**src/rtl/hazard_pkg.sv**
```systemverilog
// Shared constants and helpers for the pipeline hazard/forwarding controller.
package hazard_pkg;

  localparam logic [1:0] FWD_RF  = 2'b00;
  localparam logic [1:0] FWD_WB  = 2'b01;
  localparam logic [1:0] FWD_MEM = 2'b10;

  // Width needed to hold a latency value 0..lat inclusive.
  function automatic int cnt_width(input int lat);
    return $clog2(lat + 1);
  endfunction

endpackage

```
**src/rtl/hazard_scoreboard_sat_counter.sv**
```systemverilog
// Saturating event counter with synchronous clear taking priority over increment.
module sat_counter #(
  parameter int W = 16
) (
  input  logic         clk,
  input  logic         rst,
  input  logic         inc,
  input  logic         clr,
  output logic [W-1:0] count
);

  always_ff @(posedge clk or posedge rst) begin
    if (rst) begin
      count <= '0;
    end else if (clr) begin
      count <= '0;
    end else if (inc && (count != {W{1'b1}})) begin
      count <= count + W'(1);
    end
  end

endmodule

```
**src/rtl/hazard_scoreboard.sv**
```systemverilog
// Forwarding selects, load-use/branch/MDU stalls, MDU latency scoreboard and
// per-cause stall counters for the 5-stage pipeline.
module hazard_scoreboard
  import hazard_pkg::*;
#(
  parameter int ADDR_W  = 5,
  parameter int MUL_LAT = 4,
  parameter int DIV_LAT = 32,
  parameter int STAT_W  = 16
) (
  input  logic              clk,
  input  logic              rst,
  input  logic              branch_decode,
  input  logic [ADDR_W-1:0] rs_decode,
  input  logic [ADDR_W-1:0] rt_decode,
  input  logic [ADDR_W-1:0] rs_exe,
  input  logic [ADDR_W-1:0] rt_exe,
  input  logic              regwrite_exe,
  input  logic              memtoreg_exe,
  input  logic [ADDR_W-1:0] regaddr_exe,
  input  logic              regwrite_mem,
  input  logic              memtoreg_mem,
  input  logic [ADDR_W-1:0] regaddr_mem,
  input  logic              regwrite_wb,
  input  logic [ADDR_W-1:0] regaddr_wb,
  input  logic              hilo_read_decode,
  input  logic              mdu_start_decode,
  input  logic              mdu_start_exe,
  input  logic              mdu_div_exe,
  input  logic              mdu_kill,
  input  logic              stat_clr,
  output logic              stall_pc,
  output logic              stall_decode,
  output logic              flush_exe,
  output logic              forwardA_decode,
  output logic              forwardB_decode,
  output logic [1:0]        forwardA_exe,
  output logic [1:0]        forwardB_exe,
  output logic              mdu_busy,
  output logic              mdu_done,
  output logic [STAT_W-1:0] cnt_lw,
  output logic [STAT_W-1:0] cnt_branch,
  output logic [STAT_W-1:0] cnt_mdu
);

  localparam int CW = cnt_width(DIV_LAT);

  logic [CW-1:0] cnt;
  logic          lwstall;
  logic          branchstall;
  logic          mdustall;
  logic          stall;
  logic          exe_hit;
  logic          mem_hit;

  // MEM has the younger value, so it wins over WB.
  always_comb begin
    forwardA_exe = FWD_RF;
    if ((rs_exe != '0) && regwrite_mem && (rs_exe == regaddr_mem)) begin
      forwardA_exe = FWD_MEM;
    end else if ((rs_exe != '0) && regwrite_wb && (rs_exe == regaddr_wb)) begin
      forwardA_exe = FWD_WB;
    end
  end

  always_comb begin
    forwardB_exe = FWD_RF;
    if ((rt_exe != '0) && regwrite_mem && (rt_exe == regaddr_mem)) begin
      forwardB_exe = FWD_MEM;
    end else if ((rt_exe != '0) && regwrite_wb && (rt_exe == regaddr_wb)) begin
      forwardB_exe = FWD_WB;
    end
  end

  assign forwardA_decode = (rs_decode != '0) && (rs_decode == regaddr_mem) && regwrite_mem;
  assign forwardB_decode = (rt_decode != '0) && (rt_decode == regaddr_mem) && regwrite_mem;

  assign lwstall = memtoreg_exe && (regaddr_exe != '0) &&
                   ((regaddr_exe == rs_decode) || (regaddr_exe == rt_decode));

  assign exe_hit = regwrite_exe && (regaddr_exe != '0) &&
                   ((regaddr_exe == rs_decode) || (regaddr_exe == rt_decode));
  assign mem_hit = memtoreg_mem && (regaddr_mem != '0) &&
                   ((regaddr_mem == rs_decode) || (regaddr_mem == rt_decode));
  assign branchstall = branch_decode && (exe_hit || mem_hit);

  // The start term covers the cycle before the scoreboard has loaded.
  assign mdustall = (hilo_read_decode || mdu_start_decode) && (mdu_busy || mdu_start_exe);

  assign stall        = lwstall || branchstall || mdustall;
  assign stall_pc     = stall;
  assign stall_decode = stall;
  assign flush_exe    = stall;

  assign mdu_busy = (cnt != '0);

  always_ff @(posedge clk or posedge rst) begin
    if (rst) begin
      cnt      <= '0;
      mdu_done <= 1'b0;
    end else begin
      mdu_done <= 1'b0;
      if (mdu_kill) begin
        cnt <= '0;
      end else if (mdu_start_exe) begin
        cnt <= mdu_div_exe ? CW'(DIV_LAT) : CW'(MUL_LAT);
      end else if (cnt != '0) begin
        cnt      <= cnt - CW'(1);
        mdu_done <= (cnt == CW'(1));
      end
    end
  end

  sat_counter #(.W(STAT_W)) u_cnt_lw (
    .clk(clk), .rst(rst), .inc(lwstall), .clr(stat_clr), .count(cnt_lw)
  );

  sat_counter #(.W(STAT_W)) u_cnt_branch (
    .clk(clk), .rst(rst), .inc(branchstall), .clr(stat_clr), .count(cnt_branch)
  );

  sat_counter #(.W(STAT_W)) u_cnt_mdu (
    .clk(clk), .rst(rst), .inc(mdustall), .clr(stat_clr), .count(cnt_mdu)
  );

endmodule

```
**config.mk**
```make
export PLATFORM = sky130hd
export DESIGN_NAME = hazard_scoreboard
export DESIGN_NICKNAME = d
export VERILOG_FILES = /design/src/rtl/hazard_pkg.sv /design/src/rtl/hazard_scoreboard_sat_counter.sv /design/src/rtl/hazard_scoreboard.sv
export SDC_FILE = /design/constraint.sdc
export NUM_CORES = 1
export LEC_CHECK = 0
export ABC_AREA = 1
export BUFFER_PORTS_ARGS = -buffer_cell sky130_fd_sc_hd__buf_4
export CORE_UTILIZATION = 45
export CTS_BUF_LIST = sky130_fd_sc_hd__clkbuf_8
export CTS_CLUSTER_DIAMETER = 50
export DETAILED_ROUTE_END_ITERATION = 8
export PLACE_DENSITY_LB_ADDON = 0.15
export SYNTH_ARGS = -nofsm -noshare
export SYNTH_HDL_FRONTEND = slang
export SYNTH_HIERARCHICAL = 1
export SYNTH_SLANG_ARGS = --single-unit
```
**constraint.sdc**
```tcl
create_clock -name clk -period 1.7 [get_ports clk]
set_input_delay 0.085 -clock clk [delete_from_list [all_inputs] [get_ports clk]]
set_output_delay 0.085 -clock clk [all_outputs]
set_load 0.005 [all_outputs]
```
==> flow_summary.json <==
{
  "status": "complete, but fails checks",
  "violations": "setup timing",
  "cp.arrival_ns": 1.68,
  "hpwlAfterDp_mm": 9.50,
  "nets": 890,
  "netlist.area_leader.share_pct": 31.0,
  "clk_pin_slew_ns": 0.10,
  "syn_inst": 688,
  "reg2reg_slack_ns": 0.12,
  "drc": 0,
  "numCtsBuffers": 5,
  "core_um2": 9370,
  "dr_total_vias": 4922,
  "rsz0062_at_grt": "yes",
  "cts_tree": "yes",
  "synth_area_um2": 4430,
  "reg2reg_depth": 8,
  "startpoint": "cnt[1]",
  "worst_slack_ns": -0.0683,
  "cp_data_required_time_ns": 1.62,
  "drv_cap": 0,
  "max_stage_delay_ns": 0.40,
  "peakVddDrop_uv": 343,
  "fmax_ghz": 0.566,
  "synth_most_common_cell": "nand2_1",
  "synth-edff-count": 0,
  "grt_max_degree": 17,
  "synth.top_cells.by_area": "dfrtp_1 (31%), nand2_1 (22%), inv_1 (7.1%), nor2_1 (5.9%), nand4_1 (5.2%)",
  "endpoint_kind": "output port",
  "clock-skew-final_ns": 0.0130,
  "ys_types": 39,
  "yosys-top-cells-count": "nand2_1 (260), inv_1 (84), nor2_1 (70)",
  "cellPowerDensity_nw_per_um2": 537,
  "syn2layout_area_growth_pct": 32.0,
  "drive_above_1_share_pct": 24.0,
  "place_congestion": 0.913,
  "yosysTopAreaCell": "dfrtp_1",
  "finalPower_mw": 3.14,
  "yosysWarnings": 6,
  "clk_latency_ns": 0.31,
  "cts.sinks": 55,
  "antenna_found_initial": 0,
  "startpoint_type": "flop",
  "pre_cts_slack_ns": -0.0375,
  "grt-ovfl-total": 0,
  "endpoint": "stall_pc",
  "design_area_um2": 5850,
  "synth_nets": 743,
  "core.rowCount": 35,
  "grt_pass1_vias": 4631,
  "tightest_slew_ns": 0.645,
  "dr.pass1.iters": 5,
  "drt-vias-per-instance": 5.11,
  "placed_area_um2": 5630,
  "cp_cell_sequence": "inv_2 > ha_4 > nand4_4 > o22a_4 > buf_6 > nor2_4 > nand2_4 > buf_6",
  "reg2reg_to": "cnt[2]",
  "crit_type": "reg2out",
  "hp-class": "in2reg",
  "htree_num_levels": 2,
  "setup_violations": 3,
  "die_h_um": 101,
  "crit_path_frequent_cell": "buf_6",
  "grt_pass1_wl_mm": 20.5,
  "path_max_fanout": 3,
  "asyncSetResetFlopFracSynth_pct": 100,
  "hp-start": "mdu_div_exe",
  "diodes": 0,
  "cts-root-buf": "clkbuf_8",
  "fp.dieW_um": 101,
  "slew_violations": 0,
  "grt_util_all_layers_pct": 24.6,
  "wl_mm": 12.3,
  "cp_slowest_cell": "dfrtp_1",
  "fin_crit_ns": 1.77,
  "wl_per_cell_um": 12.8,
  "ys_seq_elements": 55,
  "clk_path_buf_depth": 2,
  "relSlewSlack_pct": 57.0,
  "hold_viol_final": 0,
  "syn_avg_cell_area_um2": 6.44,
  "r2r_start": "cnt[1]",
  "die-area_um2": 10300,
  "ioPinCount": 108,
  "start_util_pct": 47.3,
  "port_buffers": 107,
  "ys.flop_type": "dfrtp_1",
  "p_leak_nw": 3.24,
  "drtIter0Drc": 203,
  "fin_crit_sh_pct": 104,
  "yosysSeqAreaShare_pct": 31.0,
  "ant_nets": 0
}
==> metrics by stage <==
| step | util (%) | TNS, ns | hold slack [ns] | std cells |
|---|---|---|---|---|
| 4_1_cts | 62.1 | -0.290 | 0.0388 | 963 |
| 2_1_floorplan | - | 0 | -0.112 | 688 |
| 5_1_grt | 62.4 | -0.394 | 0.0481 | 964 |
| 3_5_place_dp | 60.1 | -0.188 | 0.0933 | 949 |
| 6_report | 62.4 | -0.203 | 0.0571 | 964 |
| 3_3_place_gp | 60.1 | 0 | 0.0754 | 949 |
==> sequential cells by signal (all words and copies together), names as in the netlist <==
| register | count |
|---|---|
| cnt | 6 |
| u_cnt_branch/count | 16 |
| u_cnt_mdu/count | 16 |
| mdu_done | 1 |
| u_cnt_lw/count | 16 |
==> kinds of logic after synthesis <==
logic type | Yosys count | share of synthesized area (%)
AOI/OAI and AO/OA | 32 | 4.18
adders and majority gates | 6 | 1.69
and+or+nand+nor | 465 | 48.4
buffers and inverters | 104 | 9.57
xor gates and xnor gates | 26 | 5.14
DFF | 55 | 31.0
==> critical path: cells and delay by family (launching register included) <==
kind	cells	cell delay, ns
adders and majority gates	1	0.15
buffers and inverters	3	0.33
DFF	1	0.40
and+or+nand+nor	3	0.27
AOI/OAI and AO/OA	1	0.23
==> report_power, final <==
part / switching, mW / internal, mW
logic: 0.509 / 0.483
clock network: 0.448 / 0.330
registers: 0.0297 / 1.35
total: 0.987 / 2.16
==> layout by cell type, fill, tap and decap left out, types with 2 or more instances in the layout <==
| cell | n |
|---|---|
| nand3_1 | 45 |
| buf_12 | 3 |
| xor2_1 | 13 |
| inv_2 | 9 |
| nor3_1 | 12 |
| nand2_4 | 4 |
| nor2_8 | 3 |
| or2_1 | 2 |
| clkbuf_8 | 6 |
| nand2_2 | 3 |
| dfrtp_2 | 2 |
| nand4_1 | 37 |
| o21ai_1 | 3 |
| a31oi_1 | 2 |
| ha_1 | 5 |
| dfrtp_1 | 53 |
| buf_4 | 142 |
| o21ai_0 | 9 |
| nand3b_1 | 6 |
| nor2_1 | 69 |
| nor2_2 | 5 |
| clkinv_1 | 3 |
| xnor2_1 | 13 |
| inv_1 | 81 |
| nor2_4 | 13 |
| buf_6 | 5 |
| a211oi_1 | 3 |
| nand2_1 | 259 |
| nor4_1 | 2 |
| o22ai_1 | 2 |
| a21oi_1 | 9 |
==> worst min path at each step <==
stage          slack (ns)  depth (start not counted)  endpoint
5_1_grt              0.05                          3    cnt[5]
3_3_place_gp         0.08                          2    cnt[0]
4_1_cts              0.04                          3    cnt[5]
6_report             0.06                          3    cnt[5]
3_5_place_dp         0.09                          2    cnt[0]
2_1_floorplan       -0.11                          1    cnt[0]
==> repair_timing <==
action | in CTS | in global routing
setup buffers | 6 | 1
hold endpoints to repair | 55 | 0
pin swaps | 5 | 2
hold buffers | 1 | 0
gates resized for setup | 13 | 7
setup endpoints to repair | 19 | 22
==> layer usage <==
layer	wire [um]	part of all wire, %	track usage, %	vias up
met5	0	0	0	-
li1	-	-	-	2472
met2	6170	50	43.7	172
met4	176	1.4	7.58	0
met3	692	5.6	3.31	21
met1	5280	43	31.1	2257
==> area by class of cell <==
class                   count  area, um^2
fillers                   892        3520
multi-input cells         529        2680
flip-flops and latches     55        1380
repair buffers            151        1190
inverters                  93         349
well taps                 129         161
clock buffers               6        82.6
clock inverters             1        8.76
No activity file was read; power rests on OpenSTA's default activity.
